$ cat config.mk
export PLATFORM = sky130hd
export DESIGN_NAME = lut_eval_seq_flat
export DESIGN_NICKNAME = d
export VERILOG_FILES = /design/src/rtl/lut_eval_seq_if.sv /design/src/rtl/lut_eval_seq.sv /design/src/flat_wrapper.sv
export SDC_FILE = /design/constraint.sdc
export NUM_CORES = 1
export LEC_CHECK = 0
export ABC_AREA = 1
export ABC_CLOCK_PERIOD_IN_PS = 1300
export CORE_MARGIN = 2
export CORE_UTILIZATION = 26
export CTS_BUF_LIST = sky130_fd_sc_hd__clkbuf_8
export DETAILED_ROUTE_END_ITERATION = 7
export PLACE_DENSITY = 0.47
export SYNTH_ARGS = -nofsm -noshare
export SYNTH_HDL_FRONTEND = slang
export SYNTH_SLANG_ARGS = --single-unit
$ cat constraint.sdc
create_clock -name clk -period 1.3 [get_ports clk]
set_clock_uncertainty 0.15 [all_clocks]
set_input_delay 0.195 -clock clk [delete_from_list [all_inputs] [get_ports clk]]
set_output_delay 0.195 -clock clk [all_outputs]
set_load 0.005 [all_outputs]
$ cat src/rtl/lut_eval_seq_if.sv
// Stream and serial-configuration signals of the programmable N-input truth-table evaluator.
// The master side is the harness; the slave side is lut_eval_seq.
interface lut_eval_seq_if #(
    parameter int N_IN = 3
);
    logic            in_valid;
    logic            in_ready;
    logic [N_IN-1:0] in_vec;
    logic            out_valid;
    logic            out_ready;
    logic            out;
    logic            cfg_start;
    logic            cfg_abort;
    logic            cfg_valid;
    logic            cfg_ready;
    logic            cfg_bit;
    logic            cfg_done;
    logic            loading;

    modport master (
        output in_valid, in_vec, out_ready, cfg_start, cfg_abort, cfg_valid, cfg_bit,
        input  in_ready, out_valid, out, cfg_ready, cfg_done, loading
    );

    modport slave (
        input  in_valid, in_vec, out_ready, cfg_start, cfg_abort, cfg_valid, cfg_bit,
        output in_ready, out_valid, out, cfg_ready, cfg_done, loading
    );
endinterface

$ cat src/rtl/lut_eval_seq.sv
// N-input Boolean function with a run-time programmable truth table.
// The table is loaded serially into a shadow copy; evaluation always reads the active copy.
module lut_eval_seq #(
    parameter int                     N_IN       = 3,
    parameter logic [(1<<N_IN)-1:0]   TT_DEFAULT = 8'h90
) (
    input  logic          clk,
    input  logic          rst_n,
    lut_eval_seq_if.slave bus
);
    localparam int          ENT  = 1 << N_IN;
    localparam logic [N_IN:0] LAST = (N_IN + 1)'(ENT - 1);
    localparam logic [N_IN:0] ONE  = (N_IN + 1)'(1);

    typedef enum logic [0:0] {
        IDLE = 1'b0,
        LOAD = 1'b1
    } state_t;

    state_t           state;
    logic [ENT-1:0]   act;
    logic [ENT-1:0]   sh;
    logic [ENT-1:0]   sh_merged;
    logic [N_IN:0]    cnt;
    logic             out_r;
    logic             out_valid_r;
    logic             cfg_done_r;
    logic             accept;
    logic             in_ready_c;

    assign in_ready_c = !out_valid_r || bus.out_ready;
    assign accept     = bus.in_valid && in_ready_c;

    // The final beat is committed straight into the active table, so merge it here.
    always_comb begin
        sh_merged                   = sh;
        sh_merged[cnt[N_IN-1:0]]    = bus.cfg_bit;
    end

    always_ff @(posedge clk or negedge rst_n) begin
        if (!rst_n) begin
            state       <= IDLE;
            act         <= TT_DEFAULT;
            sh          <= '0;
            cnt         <= '0;
            out_r       <= 1'b0;
            out_valid_r <= 1'b0;
            cfg_done_r  <= 1'b0;
        end else begin
            cfg_done_r <= 1'b0;

            // Evaluation reads the pre-commit table even when a commit lands on this edge.
            if (accept) begin
                out_r       <= act[bus.in_vec];
                out_valid_r <= 1'b1;
            end else if (bus.out_ready) begin
                out_valid_r <= 1'b0;
            end

            case (state)
                IDLE: begin
                    if (bus.cfg_start) begin
                        state <= LOAD;
                        cnt   <= '0;
                        sh    <= '0;
                    end
                end
                LOAD: begin
                    if (bus.cfg_abort) begin
                        state <= IDLE;
                    end else if (bus.cfg_valid) begin
                        sh  <= sh_merged;
                        cnt <= cnt + ONE;
                        if (cnt == LAST) begin
                            act        <= sh_merged;
                            cfg_done_r <= 1'b1;
                            state      <= IDLE;
                        end
                    end
                end
                default: state <= IDLE;
            endcase
        end
    end

    assign bus.in_ready  = in_ready_c;
    assign bus.out       = out_r;
    assign bus.out_valid = out_valid_r;
    assign bus.cfg_done  = cfg_done_r;
    assign bus.loading   = (state == LOAD);
    assign bus.cfg_ready = (state == LOAD);
endmodule

$ cat src/flat_wrapper.sv
// flat-port wrapper written by rule: the top's interface ports become plain ports
module lut_eval_seq_flat 
#(
    parameter int                     N_IN       = 3,
    parameter logic [(1<<N_IN)-1:0]   TT_DEFAULT = 8'h90
)
  (clk, rst_n, bus_in_valid, bus_in_vec, bus_out_ready, bus_cfg_start, bus_cfg_abort, bus_cfg_valid, bus_cfg_bit, bus_in_ready, bus_out_valid, bus_out, bus_cfg_ready, bus_cfg_done, bus_loading);
  lut_eval_seq_if #(.N_IN(N_IN)) bus_i ();
  input  logic clk;
  input  logic rst_n;
  input wire logic [$bits(bus_i.in_valid)-1:0] bus_in_valid;
  input wire logic [$bits(bus_i.in_vec)-1:0] bus_in_vec;
  input wire logic [$bits(bus_i.out_ready)-1:0] bus_out_ready;
  input wire logic [$bits(bus_i.cfg_start)-1:0] bus_cfg_start;
  input wire logic [$bits(bus_i.cfg_abort)-1:0] bus_cfg_abort;
  input wire logic [$bits(bus_i.cfg_valid)-1:0] bus_cfg_valid;
  input wire logic [$bits(bus_i.cfg_bit)-1:0] bus_cfg_bit;
  output wire logic [$bits(bus_i.in_ready)-1:0] bus_in_ready;
  output wire logic [$bits(bus_i.out_valid)-1:0] bus_out_valid;
  output wire logic [$bits(bus_i.out)-1:0] bus_out;
  output wire logic [$bits(bus_i.cfg_ready)-1:0] bus_cfg_ready;
  output wire logic [$bits(bus_i.cfg_done)-1:0] bus_cfg_done;
  output wire logic [$bits(bus_i.loading)-1:0] bus_loading;
  assign bus_i.in_valid = bus_in_valid;
  assign bus_i.in_vec = bus_in_vec;
  assign bus_i.out_ready = bus_out_ready;
  assign bus_i.cfg_start = bus_cfg_start;
  assign bus_i.cfg_abort = bus_cfg_abort;
  assign bus_i.cfg_valid = bus_cfg_valid;
  assign bus_i.cfg_bit = bus_cfg_bit;
  assign bus_in_ready = bus_i.in_ready;
  assign bus_out_valid = bus_i.out_valid;
  assign bus_out = bus_i.out;
  assign bus_cfg_ready = bus_i.cfg_ready;
  assign bus_cfg_done = bus_i.cfg_done;
  assign bus_loading = bus_i.loading;
  lut_eval_seq #(.N_IN(N_IN), .TT_DEFAULT(TT_DEFAULT)) u_core (.clk(clk), .rst_n(rst_n), .bus(bus_i));
endmodule
======== Word-level counts from Yosys, hierarchy flattened ========
Cells that the tools add are included.
word-level totals
  output and inout bits ................... 6
  bits in registers ....................... 24
  logic and storage cells ................. 48
operators by class
  bitwise gates (word level) .............. 2
  reductions and logical operators ........ 7
  add/sub/neg operators ................... 1
  magnitude comparators ................... 3
  mux-type cells .......................... 24
  equality and inequality tests ........... 4
operator list
  cell                 number
  $mux 8               3
  $pmux 8 s2           1
  $mux 1               12
  $mux 4               3
  $bwmux 8             1
  $lt 3x4->1 const B   2
  $pmux 4 s2           1
  $ne 2x2->1 const B   3
  $add 4x1->4 const B  1
  $eq 4x3->1 const B   1
  $reduce_and 4->1     1
  $bmux 1 s3           1
  $demux 1 s3          1
  $ge 3x1->1 const B   1
  $reduce_and 3->1     1
  $logic_and 1x1->1    2
  $not 1->1            2
  $pmux 1 s2           1
  $reduce_bool 2->1    1
  $logic_not 1->1      1
  $logic_or 1x1->1     1

======== Longest topological paths before layout ========
  depth after elaboration ................. 8
  mapped depth ............................ 7

======== Least setup slack after synthesis ========
OpenSTA, ideal clock, no wires.
  path kind ............................... register to register
  start point ............................. register u_core.cnt[0]
  end point ............................... register u_core.act[0]
  data required time ...................... 1.023 ns
  cell stages (with the launch flop) ...... 7
  slack ................................... -0.185 ns
  library setup time ...................... 0.127 ns
  arrival ................................. 1.207 ns
  path buffers ............................ 0
  cell sequence ........................... dfrtp_1 > ha_1 > nand3_2 > nor3_4 > inv_4 > nand2_1 > o21ai_1
on the way
  longest elaborated chain between the ends .. 5
  elaborated cells between the ends (all ways) .. 8
  classes of those cells .................. order compare (2); eq/ne (1); mux (3); reduce/logical (2)
ends and longest elaborated chain
  element                                                         line                source
  from (decl)                                                     lut_eval_seq.sv:24  logic [N_IN:0] cnt;
  from (signal assigned)                                          lut_eval_seq.sv:73  cnt <= cnt + ONE;
  $lt 3x4->1 (implied by the code) or $ge 3x1->1 (tied branches)  lut_eval_seq.sv:37  sh_merged[cnt[N_IN-1:0]] = bus.cfg_bit;
  $logic_and 1x1->1 (implied by the code)                         lut_eval_seq.sv:37
  $mux 1 (implied by the code)                                    lut_eval_seq.sv:37
  $demux 1 s3                                                     -
  $bwmux 8                                                        lut_eval_seq.sv:37
  to (signal assigned)                                            lut_eval_seq.sv:75  act <= sh_merged;
  to (decl)                                                       lut_eval_seq.sv:21  logic [ENT-1:0] act;
Several ways; a longest one is shown, not always the timed one.
A chain may end at the register's enable or synchronous reset.

======== Worst setup path in the final report ========
  start point ............................. register u_core.cnt[0]
  end point ............................... register u_core.act[1]
The elaborated chain is that of the path after synthesis.

==> impl_results.md <==
- Period utilization: 1.08
- Syn. warnings: 0
- Max-slew violation count: 0
- Mux contribution to synthesized area: 0
- Clk pwr share: 0.285
- Finished Layout Cells: 246
- DRC errors left: 0
- Final instance area: 1920 sq um
- Die ar.: roughly 5300 sq um
- Worst hold path type: in2async
- Crit start category: flop
- Slew HR: 0.851
- Sink Count: 24
- Yosys reg bits: 24
- Critical Path Fanout Max: 6
- R2r worst-path depth: 7
- Number of nets in the layout: 207
- Vias per cell: 4.65
- Comb pwr share: 0.334
- Total number of vias: 1143
- Reg power frac: 0.382
- Max Fclk: 714 MHz
- CTS root buffer: clkbuf_8
- Cell variety after synth: 22
- All-Layer GR Usage: 0.121
- Cts hold-fix bufs: 0
- Total CTS buffers: 3
- Reg clk slew, reported paths: 0.09 ns
- DR WL/cell: 12.2 um
- P_sw: 714 uW
- RSZ-0062 raised after global routing: yes
- Leak: 0.891 nW
- DRT iter0 DRCs: 32
- Status: finished with violations
- H-tree lvl count: 1
- Final wirelength: 3.01 mm
- Buffers added on ports: 16
- Most frequent cells in the layout: nand2_1, inv_1, dfrtp_1, buf_4
- Failing checks: setup timing
- Core box area: 4440 sq um
- Die width: 72.6 um
- Clock buffer depth: 2
- Post-DP HPWL: a little over 2 mm
- Largest net degree at the start of global routing: 25
- Endpoints failing setup: 17
- CTS tree: done
- Cells after Synth: between 150 and 200
- Gr ovfl total: 0
- Peak supply drop: 0.000749 V
- Final GP Congestion: 0.758
- Critical Path Sink Type: flop
- Synth Area in Adders: 0.0102
- Post-DP Area: around 1600 sq um
- Complex-gate fraction of the synthesized area: 0.120
- Synth Area in Simple Gates: 0.266
- Post-synth net total: 164
- Cell internal pwr: 1.60 mW
- XOR/XNOR Fraction of Synth Area: 0
- Drt first pass iters: 4
- Initial antenna violation count: 0
- Fin crit period: 1.40 ns
- WS Path Type: reg2reg
- Final hold violations: 0
- Die Y: 72.6 um
- Fin util: 0.431
- Synth Area per Inst: 8.05 sq um
- CP required: 1.31 ns
- Initial core utilization: 0.275
- Most common cell after layout, fill and taps aside: nand2_1
- Combinational family with the most area after synthesis: simple AND/OR/NAND/NOR gates
- FP Rows: 24
- Number of global-route vias before repair: 1127
- Layout area overhead: 56.6%
- R2R setup slack: -0.10 ns
- Crit path DAT: between 1 and 1.5 ns
- Top-Level Pins: 17
- Worst-Margin Slew: 0.223 ns
- Synthesized area: 1220 sq um
- P per Cell Area: 1210 nW/um^2
- First-pass GRT wire length: 4.96 mm
- Setup_tns: -0.719 ns
- Sequential area share after synthesis: 0.493
- Max Cap Violations: 0
- Placed Cells: between 200 and 250
- Skew-Pair Late Insertion Delay: ~0.27 ns
- Sw Share: 0.309
- Antenna diode count: 0
- Final worst slack: -0.101 ns
- Ratio of cells with drive above 1 in the final layout: 0.371
- Antenna-violating nets left: 0
-- cells in the mapped netlist --
| cell type | count | area [sq um] |
|---|---|---|
| nand2_2 | 1 | 6.26 |
| a21oi_1 | 3 | 15.0 |
| nand2_4 | 1 | 11.3 |
| o21ai_0 | 17 | 85.1 |
| nand3_2 | 2 | 20.0 |
| dfstp_2 | 2 | 52.6 |
| buf_6 | 1 | 11.3 |
| o21ai_1 | 3 | 15.0 |
| inv_1 | 25 | 93.8 |
| nand3b_1 | 2 | 15.0 |
| inv_4 | 1 | 6.26 |
| nor3_1 | 1 | 5.00 |
| nand4_1 | 2 | 12.5 |
| nor2_1 | 5 | 18.8 |
| nor3_4 | 1 | 16.3 |
| nand2_1 | 36 | 135 |
| buf_2 | 2 | 10.0 |
| buf_4 | 2 | 15.0 |
| nand3_1 | 17 | 85.1 |
| ha_1 | 1 | 12.5 |
| o22ai_1 | 5 | 31.3 |
| dfrtp_1 | 22 | 551 |
-- cell type report --
| cell class | count | area, sq um |
|---|---|---|
| fill | 460 | 2530 |
| multi-input combinational | 98 | 654 |
| sequential | 24 | 607 |
| timing repair buffer | 42 | 409 |
| inverter | 26 | 110 |
| tap | 52 | 65.1 |
| clock buffer | 3 | 41.3 |
| clock inverter | 1 | 30.0 |
-- state kept, by name (all words and copies together) (netlist names) --
register and count:
u_core.cnt 4, u_core.bus.cfg_done 1, u_core.sh 8, u_core.bus.out 1, u_core.act 8, u_core.bus.cfg_ready 1
u_core.bus.out_valid 1
-- power by group through the flow --
stage | Sequential (mW) | Clock, mW | Combinational, mW
after global placement | 0.894 | 0 | 0.532
final | 0.882 | 0.658 | 0.771
after floorplan | 0.883 | 0 | 0.299
after detailed placement | 0.897 | 0 | 0.537
after CTS | 0.880 | 0.680 | 0.678
after global routing | 0.890 | 0.706 | 0.847
-- worst paths after layout --
| path | to | from |
|---|---|---|
| max | u_core.act[1] | u_core.cnt[0] |
| min | u_core.cnt[2] | rst_n |
| max reg2reg | u_core.act[1] | u_core.cnt[0] |
| min reg2reg | u_core.act[4] | u_core.act[4] |
| max in group asynchronous | u_core.act[4] | rst_n |
| min in group clk | u_core.bus.out | bus_in_vec[0] |
-- worst max-delay path, stage by stage, from the launching register on --
cell and delay [ns]:
dfrtp_2 0.40, ha_4 0.16, nand3_4 0.09, nor3_4 0.20, buf_12 0.16, inv_8 0.04
nand2_2 0.04, o21ai_1 0.05
-- repair_timing --
| action | 4_1_cts | 5_1_grt |
|---|---|---|
| gates cloned | 1 | 1 |
| gates resized for setup | 54 | 20 |
| setup buffers | 5 | 2 |
| pin swaps | 7 | 3 |
| hold endpoints to repair | 0 | 0 |
| setup endpoints to repair | 25 | 24 |
-- kinds of logic (layout without fill, tap and decap cells) --
family                     count (synthesis)  after routing
buffers and inverters                     31             72
DFF                                       24             24
AOI/OAI and AO/OA                         28             28
and+or+nand+nor                           68             69
adders and majority gates                  1              1
-- metrics by stage --
step / power [mW] / setup WS (ns) / hold slack, ns
3_5_place_dp: 1.43 / -0.307 / 0.309
4_1_cts: 2.24 / -0.108 / 0.107
3_3_place_gp: 1.43 / -0.283 / 0.306
2_1_floorplan: 1.18 / -0.132 / -0.251
5_1_grt: 2.44 / -0.166 / 0.113
6_report: 2.31 / -0.101 / 0.108
-- metal layers --
layer  routed length, um  vias to the layer above  global-route usage
met1                1300                      538               0.141
met4                  46                        0              0.0432
met3                  92                        4              0.0249
met5                   0                        -                   0
li1                    -                      583                   -
met2                1570                       18               0.218
(Power assumes the default switching activity.)
